[config.mk]
export PLATFORM = sky130hd
export DESIGN_NAME = t_to_s_stream
export DESIGN_NICKNAME = d
export VERILOG_FILES = /design/src/rtl/ldpc_msg_pkg.sv /design/src/rtl/t_to_s_lane.sv /design/src/rtl/t_to_s_stream.sv
export SDC_FILE = /design/constraint.sdc
export NUM_CORES = 1
export LEC_CHECK = 0
export ABC_AREA = 1
export BUFFER_PORTS_ARGS = -buffer_cell sky130_fd_sc_hd__buf_2
export CAP_MARGIN = 15
export CORE_MARGIN = 5
export CORE_UTILIZATION = 45
export CTS_CLUSTER_DIAMETER = 150
export DETAILED_ROUTE_END_ITERATION = 16
export PLACE_DENSITY = 0.68
export SETUP_SLACK_MARGIN = 0.15
export SYNTH_ARGS = -nofsm -noshare
export SYNTH_HDL_FRONTEND = slang
export SYNTH_SLANG_ARGS = --single-unit
[constraint.sdc]
create_clock -name clk -period 1.75 [get_ports clk]
set_clock_uncertainty 0.05 [all_clocks]
set_input_delay 0.2625 -clock clk [delete_from_list [all_inputs] [get_ports clk]]
set_output_delay 0.2625 -clock clk [all_outputs]
set_load 0.01 [all_outputs]
[src/rtl/ldpc_msg_pkg.sv]
// Shared message-format definitions for the LDPC decoder datapath:
// width, storage type and the two's-complement corner values.
package ldpc_msg_pkg;

    localparam int W = 5;

    typedef logic [W-1:0] msg_t;

    localparam msg_t MSG_MAX_MAG  = msg_t'((1 << (W - 1)) - 1);
    localparam msg_t MSG_MOST_NEG = msg_t'(1 << (W - 1));

endpackage

[src/rtl/t_to_s_lane.sv]
// Single-lane two's-complement to sign-magnitude converter; the most
// negative code has no sign-magnitude equivalent and is clamped to -MAX.
module t_to_s_lane
    import ldpc_msg_pkg::*;
(
    input  msg_t tc,
    output msg_t sm,
    output logic sat
);

    msg_t neg;

    always_comb begin
        neg = -tc;
        sm  = tc;
        sat = 1'b0;
        if (tc == MSG_MOST_NEG) begin
            sm  = {1'b1, MSG_MAX_MAG[W-2:0]};
            sat = 1'b1;
        end else if (tc[W-1]) begin
            sm = {1'b1, neg[W-2:0]};
        end
    end

endmodule

[src/rtl/t_to_s_stream.sv]
// LANES-wide streaming two's-complement to sign-magnitude converter with a
// 2-entry skid buffer. Define T_TO_S_SAT_COUNT_EN to add the sat_count port.
module t_to_s_stream
    import ldpc_msg_pkg::*;
#(
    parameter int LANES = 4,
    parameter int SATW  = 16
) (
    input  logic               clk,
    input  logic               rst,
    input  logic               in_valid,
    output logic               in_ready,
    input  logic [LANES*W-1:0] in_data,
    input  logic               in_last,
    output logic               out_valid,
    input  logic               out_ready,
    output logic [LANES*W-1:0] out_data,
    output logic               out_last
`ifdef T_TO_S_SAT_COUNT_EN
    ,
    output logic [SATW-1:0]    sat_count
`endif
);

    logic [LANES*W-1:0] conv_data;
    logic [LANES-1:0]   lane_sat;

    for (genvar i = 0; i < LANES; i++) begin : g_lane
        t_to_s_lane u_lane (
            .tc  (in_data[i*W +: W]),
            .sm  (conv_data[i*W +: W]),
            .sat (lane_sat[i])
        );
    end

    logic [LANES*W-1:0] head_data, tail_data;
    logic               head_last, tail_last;
    logic [1:0]         count, count_next;
    logic               ready_q;
    logic               push, pop;

    assign push      = in_valid && in_ready;
    assign pop       = out_valid && out_ready;
    assign in_ready  = ready_q && !rst;
    assign out_valid = (count != 2'd0);
    assign out_data  = head_data;
    assign out_last  = head_last;

    always_comb begin
        count_next = count + {1'b0, push} - {1'b0, pop};
    end

    // Head always drives the outputs; the tail only fills while the head is stalled.
    always_ff @(posedge clk) begin
        if (rst) begin
            count     <= 2'd0;
            ready_q   <= 1'b1;
            head_data <= '0;
            head_last <= 1'b0;
            tail_data <= '0;
            tail_last <= 1'b0;
        end else begin
            count   <= count_next;
            ready_q <= (count_next != 2'd2);
            case (count)
                2'd0: begin
                    if (push) begin
                        head_data <= conv_data;
                        head_last <= in_last;
                    end
                end
                2'd1: begin
                    if (push && pop) begin
                        head_data <= conv_data;
                        head_last <= in_last;
                    end else if (push) begin
                        tail_data <= conv_data;
                        tail_last <= in_last;
                    end
                end
                default: begin
                    if (pop) begin
                        head_data <= tail_data;
                        head_last <= tail_last;
                    end
                end
            endcase
        end
    end

`ifdef T_TO_S_SAT_COUNT_EN
    localparam int INCW = $clog2(LANES + 1);

    logic [SATW-1:0] sat_count_q;
    logic [INCW-1:0] sat_inc;
    logic [SATW:0]   sat_sum;

    always_comb begin
        sat_inc = '0;
        for (int i = 0; i < LANES; i++) begin
            sat_inc = sat_inc + INCW'(lane_sat[i]);
        end
        sat_sum = {1'b0, sat_count_q} + (SATW+1)'(sat_inc);
    end

    // Sticky at all ones so a long run can never wrap back to a small count.
    always_ff @(posedge clk) begin
        if (rst) begin
            sat_count_q <= '0;
        end else if (push) begin
            sat_count_q <= sat_sum[SATW] ? '1 : sat_sum[SATW-1:0];
        end
    end

    assign sat_count = sat_count_q;
`else
    logic unused_sat;
    assign unused_sat = &{1'b0, lane_sat};
`endif

endmodule
==> results of run 1 <==
## final cells by class
cell class	instances	share of cell area, %
Inverter	50	7.04
Multi-Input combinational cell	222	39.6
Timing Repair Buffer	64	14.0
Tap cell	67	2.98
Sequential cell	45	32.2
Clock buffer	7	3.07
Clock inverter	1	1.07
## routing by layer
layer	part of all wire [%]	global-route usage, %	vias up
li1	-	-	1182
met1	45	23.8	1007
met2	46	31.4	73
met3	7.5	4.88	7
met4	1.2	7.77	0
met5	0	0	-
## state kept, by name, summed over array words and instances, names as in the netlist
| signal | cells |
|---|---|
| tail_last | 1 |
| out_data | 20 |
| ready_q | 1 |
| tail_data | 20 |
| out_last | 1 |
| count | 2 |
## repair_timing
| action | 4_1_cts | 5_1_grt |
|---|---|---|
| hold buffers | 0 | 0 |
| gates resized for setup | 1 | 18 |
| gates cloned | 0 | 1 |
| endpoints found under the setup margin | 1 | 26 |
| pin swaps | 2 | 4 |
| buffers inserted | 1 | 7 |
## worst max-delay path, stage by stage, from the launching register on
cell and delay, ns:
dfxtp_2 0.33, inv_2 0.06, nand2_2 0.07, nand2_2 0.09, ha_2 0.27, inv_2 0.06
ha_4 0.12, inv_1 0.04, o211ai_1 0.12, nand4_1 0.16
## cell usage in the layout, fill, tap and decap left out, types with 2 or more instances in the layout
master / n
a21oi_1: 37
buf_2: 47
buf_4: 13
clkbuf_8: 6
dfxtp_1: 42
dfxtp_2: 3
ha_1: 4
inv_1: 44
inv_2: 4
nand2_1: 47
nand2_2: 4
nand3_1: 7
nand4_1: 2
nor2_1: 47
nor3_1: 3
o211ai_1: 2
o21ai_0: 42
o21ai_1: 14
o31ai_1: 2
o31ai_2: 2
or2_2: 2
## stage by stage
| step | area [um^2] | utilization (%) | hold WS (ns) | total power, mW |
|---|---|---|---|---|
| 3_3_place_gp | 2550 | 53.0 | 0.407 | 2.66 |
| 6_report | 2810 | 58.3 | 0.154 | 3.64 |
| 5_1_grt | 2810 | 58.3 | 0.159 | 3.91 |
| 3_5_place_dp | 2550 | 53.0 | 0.416 | 2.68 |
| 2_1_floorplan | 2270 | - | 0.335 | 2.28 |
| 4_1_cts | 2680 | 55.6 | 0.142 | 3.53 |
## worst max-delay path by stage
stage                        start                         end  slack [ns]  cells past startpoint
6_report       count[1]$_SDFF_PP0_          ready_q$_SDFF_PP1_        0.22                      9
5_1_grt        count[1]$_SDFF_PP0_  tail_data[10]$_SDFFE_PP0P_        0.12                      9
4_1_cts        count[1]$_SDFF_PP0_          ready_q$_SDFF_PP1_        0.16                      9
3_5_place_dp                   rst   tail_data[0]$_SDFFE_PP0P_        0.17                     12
3_3_place_gp                   rst   tail_data[5]$_SDFFE_PP0P_        0.21                     12
2_1_floorplan  count[1]$_SDFF_PP0_   tail_data[5]$_SDFFE_PP0P_        0.26                      8
## synthesized netlist by cell type
| cell type | instances |
|---|---|
| inv_2 | 4 |
| dfxtp_1 | 45 |
| o211ai_1 | 2 |
| xor2_1 | 1 |
| o31ai_1 | 4 |
| buf_6 | 5 |
| nor2_1 | 48 |
| or2_2 | 2 |
| nand2_1 | 48 |
| nor3_1 | 3 |
| nand3_1 | 7 |
| buf_1 | 2 |
| a31oi_1 | 1 |
| nand2_2 | 3 |
| a21oi_1 | 37 |
| o21ai_1 | 14 |
| nand3_2 | 2 |
| nand4_1 | 2 |
| inv_1 | 46 |
| buf_2 | 5 |
| clkbuf_1 | 4 |
| o21ai_0 | 42 |
| ha_1 | 6 |
## where the power goes
part	internal [mW]	switching, mW
combinational	0.558	0.869
clock	0.466	0.360
sequential	1.27	0.116
## logic make-up (layout without fill, tap and decap cells)
kind of cell / count (synthesis) / count (layout)
AO/OA/AOI/OAI: 100 / 100
XOR/XNOR: 1 / 1
adder cells (fa/ha/maj): 6 / 6
buffers and inverters: 66 / 122
flip-flops: 45 / 45
AND/OR/NAND/NOR: 115 / 115
==> key figures, run 1 <==
Outcome
  – Status: complete, no violations

Finish
  – Layout Cells excl Fill: 456
  – Multi-input gate area: 0.00111 mm^2
  – Number of fill cells in the layout: 476
  – Register Area: 905 um^2
  – Synth-to-layout area growth: 23.9%
  – ANT cells: 0
  – Layout cells sized above 1: 23.9%
  – Nets: 419

Placement
  – Pre-CTS WS: 0.174 ns
  – Placed cells: 439
  – Hpwl dp: 3.93 mm
  – Gpl congestion: 0.872
  – Number of buffers added on ports: 47

STA
  – Unrepaired setup endpoints after global routing: true
  – Final hold vios: 0
  – Least-Margin Pin Slew: 0.505 ns
  – Fmax: 0.653 GHz
  – Fin worst setup slack: 0.219 ns
  – Slew margin rel.: 66.0%
  – Final setup vio count: 0
  – Slew Viols, Final: 0
  – Setup TNS: 0 ns
  – Period minus WS final: 1.53 ns
  – Final period util: 87.5%

Logic synthesis
  – Post-Synth XOR/XNOR Area: 0.386%
  – Synth unique cells: 23
  – Post-synthesis simple-gate area fraction: 20.9%
  – Cell area after synthesis: 0.00227 mm^2
  – Largest area contributor in the netlist: dfxtp_1
  – Multiplexer share of the synthesized area: 0%
  – Yosys synthesis warning count: 0
  – Post-Synth Adder-Cell Area: 3.31%
  – Synth top area share: 39.7%
  – Seq/Total Area, Yosys: 39.7%
  – Register bit count reported by yosys: 45
  – Compound-Gate Fraction of Synth Area: 22.8%
  – Syn Nets: 364
  – Syn Inst Count: 333
  – Largest family of logic cells by synthesized area: compound AO/OA/AOI/OAI gates
  – Synth area leaders: dfxtp_1, o21ai_0, a21oi_1, nand2_1, nor2_1
  – Mapped Avg Cell Area: 6.81 um^2

Die
  – Die Y: 81.0 um
  – Die width: 81.0 um
  – Effective utilization at floorplan: 47.1%
  – IO Count: 48
  – Die ar.: 0.00656 mm^2
  – Core area: 0.00482 mm^2
  – Rows: 25

Routing
  – DR WL/cell: 13.2 um
  – Iter 0 DRT Violations: 142
  – DR vias: 2269
  – Drt total wl: 6.03 mm
  – Drt drc: 0
  – Via/cell ratio: 4.98
  – Routed Antenna Nets: 0
  – Total iterations of the first detailed-routing run: 4

Clock tree
  – CTS Buf Count: 5
  – Clock Sinks: 45
  – CTS tree: done
  – H-Tree Depth: 2
  – Clock transition at path regs: 0.09 ns
  – Maximum buffer depth of the clock tree: 2
  – Clk Latency, worst-skew pair: 0.31 ns
  – Clk root buf: clkbuf_8

Worst hold path
  – Hold path endpoint: tail_data[0]$_SDFFE_PP0P_
  – WHS Path Cells: 3
  – Min-delay src: in_data[0]
  – Worst hold path type: input pin to flip-flop

Setup path
  – Reg2reg start: count[1]$_SDFF_PP0_
  – Worst setup SP type: flip-flop
  – Worst-path maximum fanout: 3
  – CP Capture Type: flip-flop
  – WS Path Type: flip-flop to flip-flop
  – Flop-to-flop setup slack: 0.22 ns
  – FF-to-FF End: ready_q$_SDFF_PP1_
  – Worst r2r path cells: 9
  – Worst EP arrival: 1.65 ns
  – CP Data Required Time: 1.87 ns

Pwr
  – Static Leak: 1.49 nW
  – Max VDD drop: 0.716 mV
  – Power per standard cell area: 1300 mW/mm^2

Global routing
  – Vias in the first global route: 2111
  – Total GRT Usage: 19.1%
  – Gr ovfl total: 0
  – Initial antenna violation count: 0
  – Pin count of the biggest net entering global routing: 30
  – First-pass GRT wire length: 9.70 mm

Job
  – Max cap viols: 0
(Power assumes the default switching activity.)
==> run 2: changes to the inputs <==
--- a/config.mk
+++ b/config.mk
@@ -12,6 +12,7 @@
 export CORE_UTILIZATION = 45
 export CTS_CLUSTER_DIAMETER = 150
 export DETAILED_ROUTE_END_ITERATION = 16
+export MAX_ROUTING_LAYER = met4
 export PLACE_DENSITY = 0.68
 export SETUP_SLACK_MARGIN = 0.15
 export SYNTH_ARGS = -nofsm -noshare
==> key figures, run 2 (synthesis gave the netlist of run 1 again) <==
Routing
  – Via/cell ratio: 4.97
  – Iter 0 DRT Violations: 150
  – Routed Antenna Nets: 0
  – Total iterations of the first detailed-routing run: 4
  – DR WL/cell: 13.2 um
  – Drt drc: 0
  – Drt total wl: 5.99 mm
  – DR vias: 2262

STA
  – Least-Margin Pin Slew: 0.510 ns
  – WHS: 0.155 ns
  – Final period util: 86.8%
  – Fmax: 0.658 GHz
  – Period minus WS final: 1.52 ns
  – Setup TNS: 0 ns
  – Unrepaired setup endpoints after global routing: false
  – Final setup vio count: 0
  – Final hold vios: 0
  – Slew Viols, Final: 0
  – Slew margin rel.: 65.7%

Placement
  – Gpl congestion: 0.886
  – Hpwl dp: 3.93 mm
  – Number of buffers added on ports: 47
  – Placed cells: 439
  – Placed cell area: 0.00255 mm^2

Setup path
  – Worst EP arrival: 1.66 ns
  – CP max stage delay: 0.33 ns
  – Critical Path, Cell by Cell: inv_2 > nand2_2 > nand2_2 > ha_2 > nand3_4 > buf_6 > o31ai_2 > inv_1
  – Worst setup SP type: flip-flop
  – Critical Path Most Common Cell: nand2_2
  – CP Data Required Time: 1.89 ns
  – Worst-path maximum fanout: 13
  – Worst r2r path cells: 8
  – CP Capture Type: flip-flop
  – WS Path Type: flip-flop to flip-flop
  – CP max stage cell: dfxtp_2

Die
  – Die ar.: 0.00656 mm^2
  – Die width: 81.0 um
  – Die Y: 81.0 um
  – Effective utilization at floorplan: 47.1%
  – Rows: 25
  – Core area: 0.00482 mm^2
  – IO Count: 48

Clock tree
  – Clk Latency, worst-skew pair: 0.30 ns
  – CTS tree: done
  – Clock Sinks: 45
  – Maximum buffer depth of the clock tree: 2
  – CTS Buf Count: 5
  – Clock transition at path regs: 0.09 ns
  – Clk root buf: clkbuf_8
  – H-Tree Depth: 2

Worst hold path
  – Worst hold path type: input pin to flip-flop
  – WHS Path Cells: 3

Finish
  – Layout Cells excl Fill: 455
  – Layout cells sized above 1: 23.7%
  – Multi-input gate area: 0.00111 mm^2
  – Synth-to-layout area growth: 23.6%
  – Number of fill cells in the layout: 476
  – Commonest cells after routing, fill and taps aside: nor2_1, nand2_1, buf_2, inv_1
  – Fin util: 58.2%
  – ANT cells: 0
  – Register Area: 905 um^2
  – Nets: 418
  – Cell area after layout: 0.00280 mm^2

Pwr
  – Max VDD drop: 0.716 mV
  – Static Leak: 1.48 nW
  – Power per standard cell area: 1300 mW/mm^2

Global routing
  – Pin count of the biggest net entering global routing: 30
  – First-pass GRT wire length: 9.69 mm
  – Total GRT Usage: 19.7%
  – Gr ovfl total: 0
  – Initial antenna violation count: 0
  – Vias in the first global route: 2117

Outcome
  – Status: complete, no violations

Job
  – Max cap viols: 0
==> run 2: changes by cell type in the layout (fill, tap and decap cells not counted) <==
cell and change:
buf_4 -1
==> run 2: cell type report <==
cell class                 count  area share [%]
multi-input combinational    222            39.7
sequential                    45            32.3
timing repair buffer          63            13.8
inverter                      50            7.06
clock buffer                   7            3.08
tap                           67            2.99
clock inverter                 1            1.07
==> run 2: metrics by stage <==
stage,setup WS [ns],power [mW]
finish,0.231,3.64
global route,0.145,3.90
CTS,0.157,3.53
detailed placement,0.174,2.68
global placement,0.211,2.66
floorplan,0.260,2.28
==> run 2: what timing repair did <==
item | in CTS | in global routing
pin swaps | 2 | 4
endpoints found under the setup margin | 1 | 26
gates cloned | 0 | 1
gates resized for setup | 1 | 18
hold endpoints to repair | 0 | 0
buffers inserted | 1 | 6
hold buffers | 0 | 0
==> run 2: path summary, 6_finish.rpt <==
| kind | endpoint | slack [ns] | from |
|---|---|---|---|
| worst min-delay path | tail_data[0]$_SDFFE_PP0P_ | 0.16 | in_data[0] |
| worst max register to register | tail_data[1]$_SDFFE_PP0P_ | 0.23 | count[1]$_SDFF_PP0_ |
| worst max-delay path | tail_data[1]$_SDFFE_PP0P_ | 0.23 | count[1]$_SDFF_PP0_ |
| worst min register to register | out_data[19]$_SDFFE_PP0P_ | 0.43 | out_data[19]$_SDFFE_PP0P_ |
==> run 2: critical path: cells and delay by family (launching register included) <==
| kind | cells | cell delay [ns] |
|---|---|---|
| DFF | 1 | 0.33 |
| AOI/OAI and AO/OA | 1 | 0.24 |
| buffers and inverters | 3 | 0.30 |
| adders and majority gates | 1 | 0.20 |
| and+or+nand+nor | 3 | 0.27 |
==> run 2: report_power, final <==
| part | internal, mW | switching, mW | leakage (nW) |
|---|---|---|---|
| Combinational | 0.555 | 0.873 | 1.06 |
| Clock | 0.466 | 0.355 | 0.0585 |
| Sequential | 1.27 | 0.116 | 0.368 |
| Total | 2.30 | 1.34 | 1.48 |
==> run 2: metal layers <==
layer | vias up | share of wire, % | GRT usage [%]
li1 | 1180 | - | -
met1 | 1016 | 46 | 24.1
met2 | 57 | 47 | 31.4
met3 | 9 | 5.3 | 4.32
met4 | 0 | 1.6 | 7.77
met5 | - | 0 | -
==> run 3: changes to the inputs <==
--- a/config.mk
+++ b/config.mk
@@ -6,14 +6,13 @@
 export NUM_CORES = 1
 export LEC_CHECK = 0
 export ABC_AREA = 1
-export BUFFER_PORTS_ARGS = -buffer_cell sky130_fd_sc_hd__buf_2
 export CAP_MARGIN = 15
 export CORE_MARGIN = 5
 export CORE_UTILIZATION = 45
 export CTS_CLUSTER_DIAMETER = 150
 export DETAILED_ROUTE_END_ITERATION = 16
+export DONT_BUFFER_PORTS = 1
 export MAX_ROUTING_LAYER = met4
-export PLACE_DENSITY = 0.68
 export SETUP_SLACK_MARGIN = 0.15
 export SYNTH_ARGS = -nofsm -noshare
 export SYNTH_HDL_FRONTEND = slang
==> key figures, run 3 (synthesis gave the netlist of run 1 again) <==
Outcome
  – Status: complete, no violations

Die
  – Die Y: 81.0 um
  – IO Count: 48
  – Rows: 25
  – Die ar.: 0.00656 mm^2
  – Effective utilization at floorplan: 47.1%
  – Core area: 0.00482 mm^2
  – Die width: 81.0 um

Worst hold path
  – Min-delay src: in_data[5]
  – Worst hold path type: input pin to flip-flop

STA
  – Least-Margin Pin Slew: 0.408 ns
  – Setup TNS: 0 ns
  – Final setup vio count: 0
  – Slew Viols, Final: 0
  – Fmax: 0.667 GHz
  – Period minus WS final: 1.50 ns
  – WHS: 0.0245 ns
  – Unrepaired setup endpoints after global routing: false
  – Final hold vios: 0
  – Slew margin rel.: 72.6%
  – Final period util: 85.7%

Finish
  – Register Area: 903 um^2
  – Synth-to-layout area growth: 9.22%
  – Layout Cells excl Fill: 401
  – Multi-input gate area: 0.00108 mm^2
  – Nets: 364
  – Most common cell after layout, fill and taps aside: nor2_1
  – Cell area after layout: 0.00248 mm^2
  – Number of fill cells in the layout: 497
  – Commonest cells after routing, fill and taps aside: nor2_1, nand2_1, inv_1, dfxtp_1, o21ai_0
  – Layout cells sized above 1: 8.98%
  – ANT cells: 0

Clock tree
  – Clock Sinks: 45
  – Clk Latency, worst-skew pair: 0.30 ns
  – Clock transition at path regs: 0.09 ns
  – Clk root buf: clkbuf_8
  – CTS Buf Count: 5
  – Maximum buffer depth of the clock tree: 2
  – CTS tree: done
  – H-Tree Depth: 2

Global routing
  – First-pass GRT wire length: 9.00 mm
  – Vias in the first global route: 1927
  – Initial antenna violation count: 0
  – Gr ovfl total: 0
  – Total GRT Usage: 18.0%
  – Pin count of the biggest net entering global routing: 30

Setup path
  – Reg2reg start: count[1]$_SDFF_PP0_
  – Worst-path maximum fanout: 13
  – CP Capture Type: flip-flop
  – Critical Path, Cell by Cell: inv_2 > buf_4 > buf_4 > nand3_2 > buf_4 > o31ai_1 > inv_1
  – Critical Path Most Common Cell: buf_4
  – Setup crit start: count[1]$_SDFF_PP0_
  – CP top delay family: buffers and inverters
  – Flop-to-flop setup slack: 0.25 ns
  – Worst setup SP type: flip-flop
  – Buf/Inv on CP: 5
  – Worst EP arrival: 1.65 ns
  – WS Path Type: flip-flop to flip-flop
  – CP max stage cell: dfxtp_2
  – CP max stage delay: 0.33 ns
  – CP Data Required Time: 1.90 ns

Routing
  – Via/cell ratio: 4.99
  – Total iterations of the first detailed-routing run: 4
  – DR vias: 2000
  – Drt total wl: 5.43 mm
  – Routed Antenna Nets: 0
  – DR WL/cell: 13.5 um
  – Drt drc: 0
  – Iter 0 DRT Violations: 152

Job
  – Max cap viols: 0

Placement
  – Placed cells: 391
  – Number of buffers added on ports: 0
  – Gpl congestion: 0.754
  – Placed cell area: 0.00231 mm^2
  – Hpwl dp: 3.73 mm

Pwr
  – Static Leak: 1.24 nW
  – Power per standard cell area: 1380 mW/mm^2
  – Max VDD drop: 0.613 mV
==> run 3: changes by cell type in the layout (fill, tap and decap cells not counted), moves of 2 or more <==
cell     before  now
o31ai_1       2    4
inv_1        44   46
o31ai_2       2    0
buf_2        47    0
buf_4        12    7
ha_1          4    6
==> run 3: area by class of cell <==
| class | instances | share of cell area (%) |
|---|---|---|
| clock buffer | 5 | 2.78 |
| clock inverter | 3 | 2.63 |
| tap | 67 | 3.39 |
| timing repair buffer | 9 | 3.34 |
| sequential | 45 | 36.5 |
| inverter | 50 | 7.68 |
| multi-input combinational | 222 | 43.7 |
==> run 3: report_power, final <==
| part | total (mW) | switching, mW | internal [mW] | leakage (nW) |
|---|---|---|---|---|
| Clock | 0.933 | 0.365 | 0.567 | 0.0681 |
| Sequential | 1.50 | 0.230 | 1.28 | 0.369 |
| Combinational | 0.979 | 0.631 | 0.347 | 0.806 |
| Total | 3.42 | 1.23 | 2.19 | 1.24 |
==> run 3: layer usage <==
metal / vias up / GRT usage [%] / routed length, um
met3: 8 / 5.76 / 381
met4: 0 / 5.57 / 73
met2: 45 / 28.2 / 2440
met1: 872 / 22.0 / 2540
met5: - / - / 0
li1: 1075 / - / -
==> run 3: final timing paths <==
kind	to	depth (start not counted)
worst max-delay path	tail_data[6]$_SDFFE_PP0P_	7
worst min-delay path	tail_data[5]$_SDFFE_PP0P_	2
worst max register to register	tail_data[6]$_SDFFE_PP0P_	7
worst min register to register	tail_last$_SDFFE_PP0P_	2
==> run 3: timing repair <==
action / in CTS / in global routing
hold buffers: 1 / 0
setup buffers: 0 / 1
hold endpoints to repair: 3 / 0
setup endpoints to repair: 0 / 31
resized for setup: 0 / 6
==> run 3: metrics by stage <==
| stage | worst slack [ns] | power [mW] | utilization [%] |
|---|---|---|---|
| 2_1_floorplan | 0.260 | 2.28 | - |
| 3_3_place_gp | 0.228 | 2.46 | 48.0 |
| 5_1_grt | 0.150 | 3.67 | 51.4 |
| 4_1_cts | 0.179 | 3.42 | 51.0 |
| 6_report | 0.250 | 3.42 | 51.4 |
| 3_5_place_dp | 0.191 | 2.48 | 48.0 |
